===== src/rtl/hazard_control_unit.sv =====
// Pipeline sequencing controller: forwarding selects, load-use stall, branch flush and data-memory wait.
// Optional performance counters are enabled with `define HAZARD_PERF_CNT_EN.
module hazard_control_unit #(
    parameter int REG_ADDR_W   = 4,
    parameter int MAX_MEM_WAIT = 15
) (
    input  logic                  clk,
    input  logic                  rst,
    input  logic [REG_ADDR_W-1:0] RA1D,
    input  logic [REG_ADDR_W-1:0] RA2D,
    input  logic [REG_ADDR_W-1:0] RA1E,
    input  logic [REG_ADDR_W-1:0] RA2E,
    input  logic [REG_ADDR_W-1:0] WA3E,
    input  logic [REG_ADDR_W-1:0] WA3M,
    input  logic [REG_ADDR_W-1:0] WA3W,
    input  logic                  MemtoRegE,
    input  logic                  RegWM,
    input  logic                  RegWW,
    input  logic                  BranchTakenE,
    input  logic                  MemWM,
    input  logic                  MemtoRegM,
    input  logic                  MemAck,
    output logic                  MemReq,
    output logic [1:0]            ForwardAE,
    output logic [1:0]            ForwardBE,
    output logic                  StallF,
    output logic                  StallD,
    output logic                  StallE,
    output logic                  StallM,
    output logic                  FlushD,
    output logic                  FlushE,
    output logic                  FlushW,
`ifdef HAZARD_PERF_CNT_EN
    output logic                  MemTimeout,
    output logic [15:0]           StallCycles,
    output logic [15:0]           FlushEvents
`else
    output logic                  MemTimeout
`endif
);

    typedef enum logic [1:0] {
        RUN,
        MEM_WAIT,
        ERROR
    } state_t;

    state_t     state, state_next;
    logic [7:0] wait_cnt, wait_cnt_next;

    logic mem_acc, ld_use;
    logic stall_f, stall_d, stall_e, stall_m;
    logic flush_d, flush_e, flush_w;
    logic mem_req;

    always_comb begin
        ForwardAE = 2'b00;
        if (RegWM && (WA3M == RA1E))
            ForwardAE = 2'b10;
        else if (RegWW && (WA3W == RA1E))
            ForwardAE = 2'b01;
    end

    always_comb begin
        ForwardBE = 2'b00;
        if (RegWM && (WA3M == RA2E))
            ForwardBE = 2'b10;
        else if (RegWW && (WA3W == RA2E))
            ForwardBE = 2'b01;
    end

    assign mem_acc = MemWM | MemtoRegM;
    assign ld_use  = MemtoRegE & ((WA3E == RA1D) | (WA3E == RA2D));

    always_comb begin
        state_next    = state;
        wait_cnt_next = wait_cnt;
        stall_f       = 1'b0;
        stall_d       = 1'b0;
        stall_e       = 1'b0;
        stall_m       = 1'b0;
        flush_d       = 1'b0;
        flush_e       = 1'b0;
        flush_w       = 1'b0;
        mem_req       = 1'b0;
        case (state)
            RUN: begin
                mem_req = mem_acc;
                if (mem_acc && !MemAck) begin
                    state_next    = MEM_WAIT;
                    wait_cnt_next = 8'd1;
                    stall_f       = 1'b1;
                    stall_d       = 1'b1;
                    stall_e       = 1'b1;
                    stall_m       = 1'b1;
                    flush_w       = 1'b1;
                end else if (BranchTakenE) begin
                    flush_d = 1'b1;
                    flush_e = 1'b1;
                end else if (ld_use) begin
                    stall_f = 1'b1;
                    stall_d = 1'b1;
                    flush_e = 1'b1;
                end
            end
            MEM_WAIT: begin
                mem_req = 1'b1;
                if (MemAck) begin
                    state_next    = RUN;
                    wait_cnt_next = '0;
                end else begin
                    stall_f = 1'b1;
                    stall_d = 1'b1;
                    stall_e = 1'b1;
                    stall_m = 1'b1;
                    flush_w = 1'b1;
                    if (wait_cnt == 8'(MAX_MEM_WAIT))
                        state_next = ERROR;
                    else
                        wait_cnt_next = wait_cnt + 8'd1;
                end
            end
            ERROR: begin
                stall_f = 1'b1;
                stall_d = 1'b1;
                stall_e = 1'b1;
                stall_m = 1'b1;
            end
            default: begin
                state_next    = RUN;
                wait_cnt_next = '0;
            end
        endcase
    end

    always_ff @(posedge clk) begin
        if (!rst) begin
            state      <= RUN;
            wait_cnt   <= '0;
            MemTimeout <= 1'b0;
        end else begin
            state    <= state_next;
            wait_cnt <= wait_cnt_next;
            if (state_next == ERROR)
                MemTimeout <= 1'b1;
        end
    end

    // Pipeline controls are forced quiet while reset is held, independent of state.
    assign StallF = rst & stall_f;
    assign StallD = rst & stall_d;
    assign StallE = rst & stall_e;
    assign StallM = rst & stall_m;
    assign FlushD = rst & flush_d;
    assign FlushE = rst & flush_e;
    assign FlushW = rst & flush_w;
    assign MemReq = rst & mem_req;

`ifdef HAZARD_PERF_CNT_EN
    always_ff @(posedge clk) begin
        if (!rst) begin
            StallCycles <= '0;
            FlushEvents <= '0;
        end else begin
            if (StallF && (StallCycles != '1))
                StallCycles <= StallCycles + 16'd1;
            if (FlushE && (FlushEvents != '1))
                FlushEvents <= FlushEvents + 16'd1;
        end
    end
`endif

endmodule


===== config.mk =====
export PLATFORM = sky130hd
export DESIGN_NAME = hazard_control_unit
export DESIGN_NICKNAME = d
export VERILOG_FILES = /design/src/rtl/hazard_control_unit.sv
export SDC_FILE = /design/constraint.sdc
export NUM_CORES = 1
export LEC_CHECK = 0
export ABC_AREA = 1
export CORE_MARGIN = 3
export CORE_UTILIZATION = 40
export DETAILED_ROUTE_END_ITERATION = 8
export PLACE_DENSITY = 0.79
export SYNTH_ARGS = -nofsm -noshare
export SYNTH_HDL_FRONTEND = slang
export SYNTH_SLANG_ARGS = --single-unit

===== constraint.sdc =====
create_clock -name clk -period 3 [get_ports clk]
set_input_delay 0.3 -clock clk [delete_from_list [all_inputs] [get_ports clk]]
set_output_delay 0.3 -clock clk [all_outputs]
set_load 0.02 [all_outputs]

==> results of run 1 <==
-- path summary, 6_finish.rpt --
check        cells past startpoint                startpoint                       end  slack (ns)
max reg2reg                      7  wait_cnt[1]$_SDFFE_PN0P_  wait_cnt[5]$_SDFFE_PN0P_        1.55
min reg2reg                      2   MemTimeout$_SDFFE_PN0N_   MemTimeout$_SDFFE_PN0N_        0.45
max                              6                       rst                    FlushE        0.68
min                              2   MemTimeout$_SDFFE_PN0N_   MemTimeout$_SDFFE_PN0N_        0.45
-- layer usage --
| metal | track usage | vias to the layer above | wire [um] |
|---|---|---|---|
| met1 | 0.1940 | 554 | 1155 |
| met5 | 0 | - | 0 |
| met3 | 0.05204 | 2 | 211 |
| met4 | 0.03974 | 0 | 10 |
| met2 | 0.3344 | 39 | 1467 |
| li1 | - | 671 | - |
-- synthesized netlist by cell type --
cell | count | area, sq um
a21oi_1 | 8 | 40.04
dfxtp_1 | 11 | 220.2
o211ai_1 | 1 | 7.510
clkinv_4 | 1 | 8.760
xor2_1 | 11 | 96.34
nor2_4 | 1 | 11.26
inv_2 | 1 | 3.750
o21ai_1 | 2 | 10.01
clkinv_1 | 1 | 3.750
inv_1 | 25 | 93.84
o22ai_1 | 3 | 18.77
nor3_1 | 5 | 25.02
xnor2_1 | 2 | 17.52
ha_1 | 1 | 12.51
o21ai_0 | 6 | 30.03
nand3_1 | 14 | 70.07
buf_4 | 2 | 15.01
nand4_1 | 4 | 25.02
a211oi_1 | 1 | 7.510
nor2_1 | 27 | 101.4
or2_2 | 2 | 12.51
nand2_4 | 3 | 33.78
nand2_1 | 45 | 168.9
nor2_8 | 1 | 20.02
-- power groups by stage --
stage | clock network [mW] | logic [mW] | registers [mW]
floorplan | 0 | 0.0761 | 0.154
global placement | 0 | 0.155 | 0.154
detailed placement | 0 | 0.158 | 0.154
CTS | 0.105 | 0.159 | 0.151
global route | 0.110 | 0.174 | 0.151
finish | 0.102 | 0.158 | 0.151
-- critical path: stages --
cell and delay, ns:
clkdlybuf4s50_1 0.57, nand2_1 0.12, nor3_1 0.24, nand2_1 0.10, nand2_1 0.08, clkdlybuf4s50_1 0.61
-- cells by family (layout without fill, tap and decap cells) --
group | Yosys count | after routing | share of synthesized area
AOI/OAI and AO/OA | 21 | 21 | 0.1081
buffers and inverters | 30 | 81 | 0.1188
DFF | 11 | 11 | 0.2090
adders and majority gates | 1 | 1 | 0.01187
and+or+nand+nor | 102 | 102 | 0.4442
xor gates and xnor gates | 13 | 13 | 0.1081
-- final cells by class --
class / instances / area share
inverters: 28 / 0.06924
flip-flops and latches: 11 / 0.1385
clock buffers: 4 / 0.01652
repair buffers: 49 / 0.3084
multi-input cells: 137 / 0.4453
well taps: 28 / 0.02203
-- registers in the layout (all words and copies together) (netlist names) --
name        flops
wait_cnt        8
state           2
MemTimeout      1
-- per-stage QoR --
step / utilization / setup WS, ns
finish: 0.6736 / 0.6779
global route: 0.6736 / 0.5051
CTS: 0.6736 / 0.6613
detailed placement: 0.6624 / 0.6675
global placement: 0.6624 / 0.7102
floorplan: - / 1.421
==> key figures, run 1 <==
Floorplan
  • Row count: 17
  • Num ports: 50
  • Die area: ~3300 sq um
  • Die width: ~57 um
  • Initial Utilization: 0.4462
  • Die H: 57.32 um
  • Core box area: 2361 sq um

Clocking
  • CTS H-tree depth: 1
  • Longest Clk Path Bufs: 2
  • # hold bufs at CTS: 0
  • Clock latency on the worst-skew pair: roughly 0.27 ns
  • CTS Buf Count: 3
  • TritonCTS clock tree: done
  • Post-CTS setup buffers: 0
  • # resized after CTS: 0
  • Clk root buf: clkbuf_4
  • CTS clk-pin slew, worst paths: 0.07 ns
  • Clk sink count: 11

Synthesis
  • #FFs+latches synth: 11
  • Mapped Cells: between 150 and 200
  • Yosys warning total: 0
  • Synth Area per Inst: 5.919 sq um
  • Synth cell types: 24
  • Sequential area share after synthesis: 0.2090
  • Post-Syn Nets: about 220
  • Area of the mapped netlist: 1054 sq um

STA
  • Peak Freq: ~430 MHz
  • RSZ-0062 raised after global routing: false
  • Fin. Hold Viols: 0
  • Relative slew slack: 0.8000
  • Slew @ Worst Pin: about 0.3 ns
  • Final setup vio count: 0
  • Post-layout min period: roughly 2.3 ns
  • Fin crit share: 0.7740
  • Pins Over Slew Limit: 0
  • Clk_skew: roughly 0.0009 ns
  • Post-route setup TNS: 0 ns
  • Hold_ws: 0.4549 ns

Power and ir drop
  • PD cells: about 260 nW/um^2
  • Sw Pwr: around 0.13 mW
  • Switch share: 0.3105
  • Leakage: between 0.7 and 0.8 nW
  • Sequential share of power: 0.367
  • Total power draw: 0.4117 mW
  • Clock share of power: 0.249
  • Int Power: roughly 0.28 mW
  • Gate power share: 0.385
  • Peak VDD IR: roughly 0.00026 V

Critical path
  • Arr. time, crit path: around 2.0 ns
  • Crit Path Max Fanout: 6
  • Crit end category: output pin
  • Required time of the critical path: around 2.7 ns
  • Setup CP Type: in -> out
  • CP Launch Type: primary input

Drt
  • Residual DRC count: 0
  • WL/cell: around 11 um
  • Initial DRC count: 58
  • Final WL: 2844 um
  • Vias/cell: about 5
  • Antenna Nets Post-Route: 0
  • Drt first pass iters: 4
  • Via count: between 1000 and 1500

Final layout
  • Post-route cell area: 1590 sq um
  • FILL cells: around 210
  • Most common cell after layout, fill and taps aside: clkdlybuf4s50_1
  • Non-Filler Instances: approximately 260
  • Share of layout cells above drive strength 1: 0.05240
  • Register area: 220.2 sq um
  • Area Growth Syn to Fin: 50.95%
  • Commonest non-fill, non-tap cells in the layout: 49 x clkdlybuf4s50_1, 45 x nand2_1, 27 x nor2_1, 25 x inv_1, 14 x nand3_1
  • Area of the multi-input gates: between 700 and 800 sq um
  • Final Net Count: ~270
  • ANT cells: 0

GRT
  • Total GRT Usage: 0.1775
  • Initial antenna violation count: 0
  • First-pass GRT wire length: 4657 um
  • Largest net degree at the start of global routing: 11
  • Vias in the first global route: 1157
  • Total grt overflow: 0

Place
  • Placer Congestion: ~0.85
  • Placed Cells: roughly 250
  • PortBufs: 49
  • DPL Wire Length: 2478 um
  • Placed Area: approximately 1600 sq um

Run status
  • Status: complete, no violations

Run
  • Max-Cap Viols: 0

Worst hold path
  • Worst Hold Class: reg -> reg
Note: power is estimated with default switching activity, not from simulation.
==> run 2, diff against run 1 <==
==> constraint.sdc (replaced) <==
create_clock -name clk -period 2.4 [get_ports clk]
set_input_delay 0.24 -clock clk [delete_from_list [all_inputs] [get_ports clk]]
set_output_delay 0.24 -clock clk [all_outputs]
set_load 0.02 [all_outputs]
==> run 2 against run 1 <==
Against the previous run: worst hold slack gained 0.020 ns; non-clock buffer count grew 1; flip-flop and latch count is the same; critical path depth is the same; clock-buffer cell count is the same; total power grew 25%; clock power grew 22%; die area is the same; combinational power grew 27%; clock skew is essentially flat; first-iteration DRC count shrank 16%; global-route usage grew 1.3 points.
==> key figures, run 2 (synthesis results as in run 1) <==
Floorplan
  • Die area: 3286 sq um (unchanged)
  • Row count: 17 (unchanged)
  • Die width: 57.32 um (unchanged)
  • Core box area: 2361 sq um (unchanged)
  • Num ports: 50 (unchanged)
  • Die H: 57.32 um (unchanged)
  • Initial Utilization: 0.4462 (unchanged)

Drt
  • Via count: 1288 (+1.7%)
  • Initial DRC count: 49 (-16%)
  • WL/cell: 11.45 um (+3.5%)
  • Residual DRC count: 0 (unchanged)
  • Drt first pass iters: 4 (unchanged)
  • Vias/cell: 4.992 (+1.3%)
  • Final WL: 2955 um (+3.9%)
  • Antenna Nets Post-Route: 0 (unchanged)

Worst hold path
  • Worst Hold Class: reg -> reg

Power and ir drop
  • Int Power: 0.3561 mW (+25%)
  • Peak VDD IR: 0.0003178 V (+23%)
  • PD cells: 321.4 nW/um^2 (+24%)
  • Clock share of power: 0.242 (-0.007)
  • Sequential share of power: 0.368 (about the same)
  • Switch share: 0.3065 (-0.004052)
  • Sw Pwr: 0.1574 mW (+23%)
  • Leakage: 0.7444 nW (+0.65%)
  • Gate power share: 0.391 (+0.006)

Clocking
  • CTS Buf Count: 3 (unchanged)
  • CTS H-tree depth: 1 (unchanged)
  • Clk sink count: 11 (unchanged)
  • TritonCTS clock tree: done
  • # hold bufs at CTS: 0 (unchanged)
  • Clock latency on the worst-skew pair: 0.27 ns (about the same)
  • CTS clk-pin slew, worst paths: 0.06 ns (about the same)
  • Clk root buf: clkbuf_4
  • Post-CTS setup buffers: 0 (unchanged)
  • # resized after CTS: 0 (unchanged)
  • Longest Clk Path Bufs: 2 (unchanged)

Critical path
  • Crit Path Max Fanout: 6 (unchanged)
  • Crit end category: output pin
  • Required time of the critical path: 2.16 ns (-0.54 ns)
  • Arr. time, crit path: 1.98 ns (-0.04 ns)
  • Setup CP Type: in -> out
  • CP Launch Type: primary input

Run
  • Max-Cap Viols: 0 (unchanged)

Final layout
  • Area Growth Syn to Fin: 51.66%
  • Biggest regs: wait_cnt (8), state (2), MemTimeout (1)
  • FILL cells: 224 (+6.2%)
  • Most common cell after layout, fill and taps aside: clkdlybuf4s50_1
  • Share of layout cells above drive strength 1: 0.05652 (+0.004120)
  • Max FFs per register: 8 (unchanged)
  • Largest reg by FF count: wait_cnt
  • Commonest non-fill, non-tap cells in the layout: 49 x clkdlybuf4s50_1, 45 x nand2_1, 27 x nor2_1, 25 x inv_1, 14 x nand3_1
  • Non-Filler Instances: 258 (+0.39%)
  • Final Net Count: 269 (+0.37%)
  • ANT cells: 0 (unchanged)
  • Final core occ: 0.6767 (+0.003180)

STA
  • Peak Freq: around 450 MHz
  • Final setup vio count: 0 (unchanged)
  • Slew @ Worst Pin: 0.3301 ns (+0.03113 ns)
  • Clk_skew: 0.0008076 ns (-0.00009068 ns)
  • Fin worst setup slack: 0.1823 ns (-0.4956 ns)
  • RSZ-0062 raised after global routing: false
  • Fin crit share: 0.9240
  • Relative slew slack: 0.7791 (-0.02083)
  • Fin. Hold Viols: 0 (unchanged)
  • Post-route setup TNS: 0 ns (unchanged)
  • Pins Over Slew Limit: 0 (unchanged)
  • Post-layout min period: approximately 2.2 ns

GRT
  • Initial antenna violation count: 0 (unchanged)
  • Vias in the first global route: 1226 (+6.0%)
  • First-pass GRT wire length: 5002 um (+7.4%)
  • Total GRT Usage: 0.1903 (+0.01283)
  • Largest net degree at the start of global routing: 10 (-1)
  • Total grt overflow: 0 (unchanged)

Place
  • DPL Wire Length: 2582 um (+4.2%)
  • DP Worst Slack: 0.1837 ns (-0.4837 ns)
  • PortBufs: 49 (unchanged)
  • Placer Congestion: 0.8486 (-0.46%)
  • Placed Cells: 254 (+0.40%)

Run status
  • Status: complete, no violations
-- run 2: final cells by class --
| type | count | area, sq um | area share |
|---|---|---|---|
| Multi-Input combinational cell | 137 | 708.2 | 0.4432 |
| Timing Repair Buffer | 50 | 498.0 | 0.3117 |
| Sequential cell | 11 | 220.2 | 0.1378 |
| Inverter | 28 | 110.1 | 0.06891 |
| Tap cell | 28 | 35.03 | 0.02193 |
| Clock buffer | 4 | 26.28 | 0.01644 |
-- run 2: worst paths after layout --
path,cells past startpoint,start,slack [ns],end
setup / recovery,6,rst,0.18,FlushD
hold reg to reg,2,MemTimeout$_SDFFE_PN0N_,0.48,MemTimeout$_SDFFE_PN0N_
hold / removal,2,MemTimeout$_SDFFE_PN0N_,0.48,MemTimeout$_SDFFE_PN0N_
setup reg to reg,7,wait_cnt[1]$_SDFFE_PN0P_,0.93,wait_cnt[6]$_SDFFE_PN0P_
-- run 2: routing by layer --
metal / routed length [um] / GRT usage
met1: 1077 / 0.2016
met2: 1579 / 0.3589
met3: 253 / 0.04751
met4: 44 / 0.06954
met5: 0 / 0
-- run 2: critical path, stage by stage --
cell             delay [ns]
clkdlybuf4s50_1        0.57
nand2_1                0.11
nor3_1                 0.25
nand2_1                0.10
inv_1                  0.08
clkdlybuf4s50_1        0.62
-- run 2: power by group through the flow --
stage,sequential (mW),clock [mW],combinational (mW)
after floorplan,0.192,0,0.0951
after global placement,0.193,0,0.195
after detailed placement,0.193,0,0.200
after CTS,0.189,0.128,0.201
after global routing,0.189,0.140,0.221
final,0.189,0.124,0.201
-- run 2: stage by stage --
step	cell area (sq um)	total power, mW	hold WS [ns]
after floorplan	1054	0.2873	0.3527
after global placement	1572	0.3883	0.4388
after detailed placement	1572	0.3929	0.4696
after CTS	1598	0.5176	0.4849
after global routing	1598	0.5499	0.5091
final	1598	0.5135	0.4754
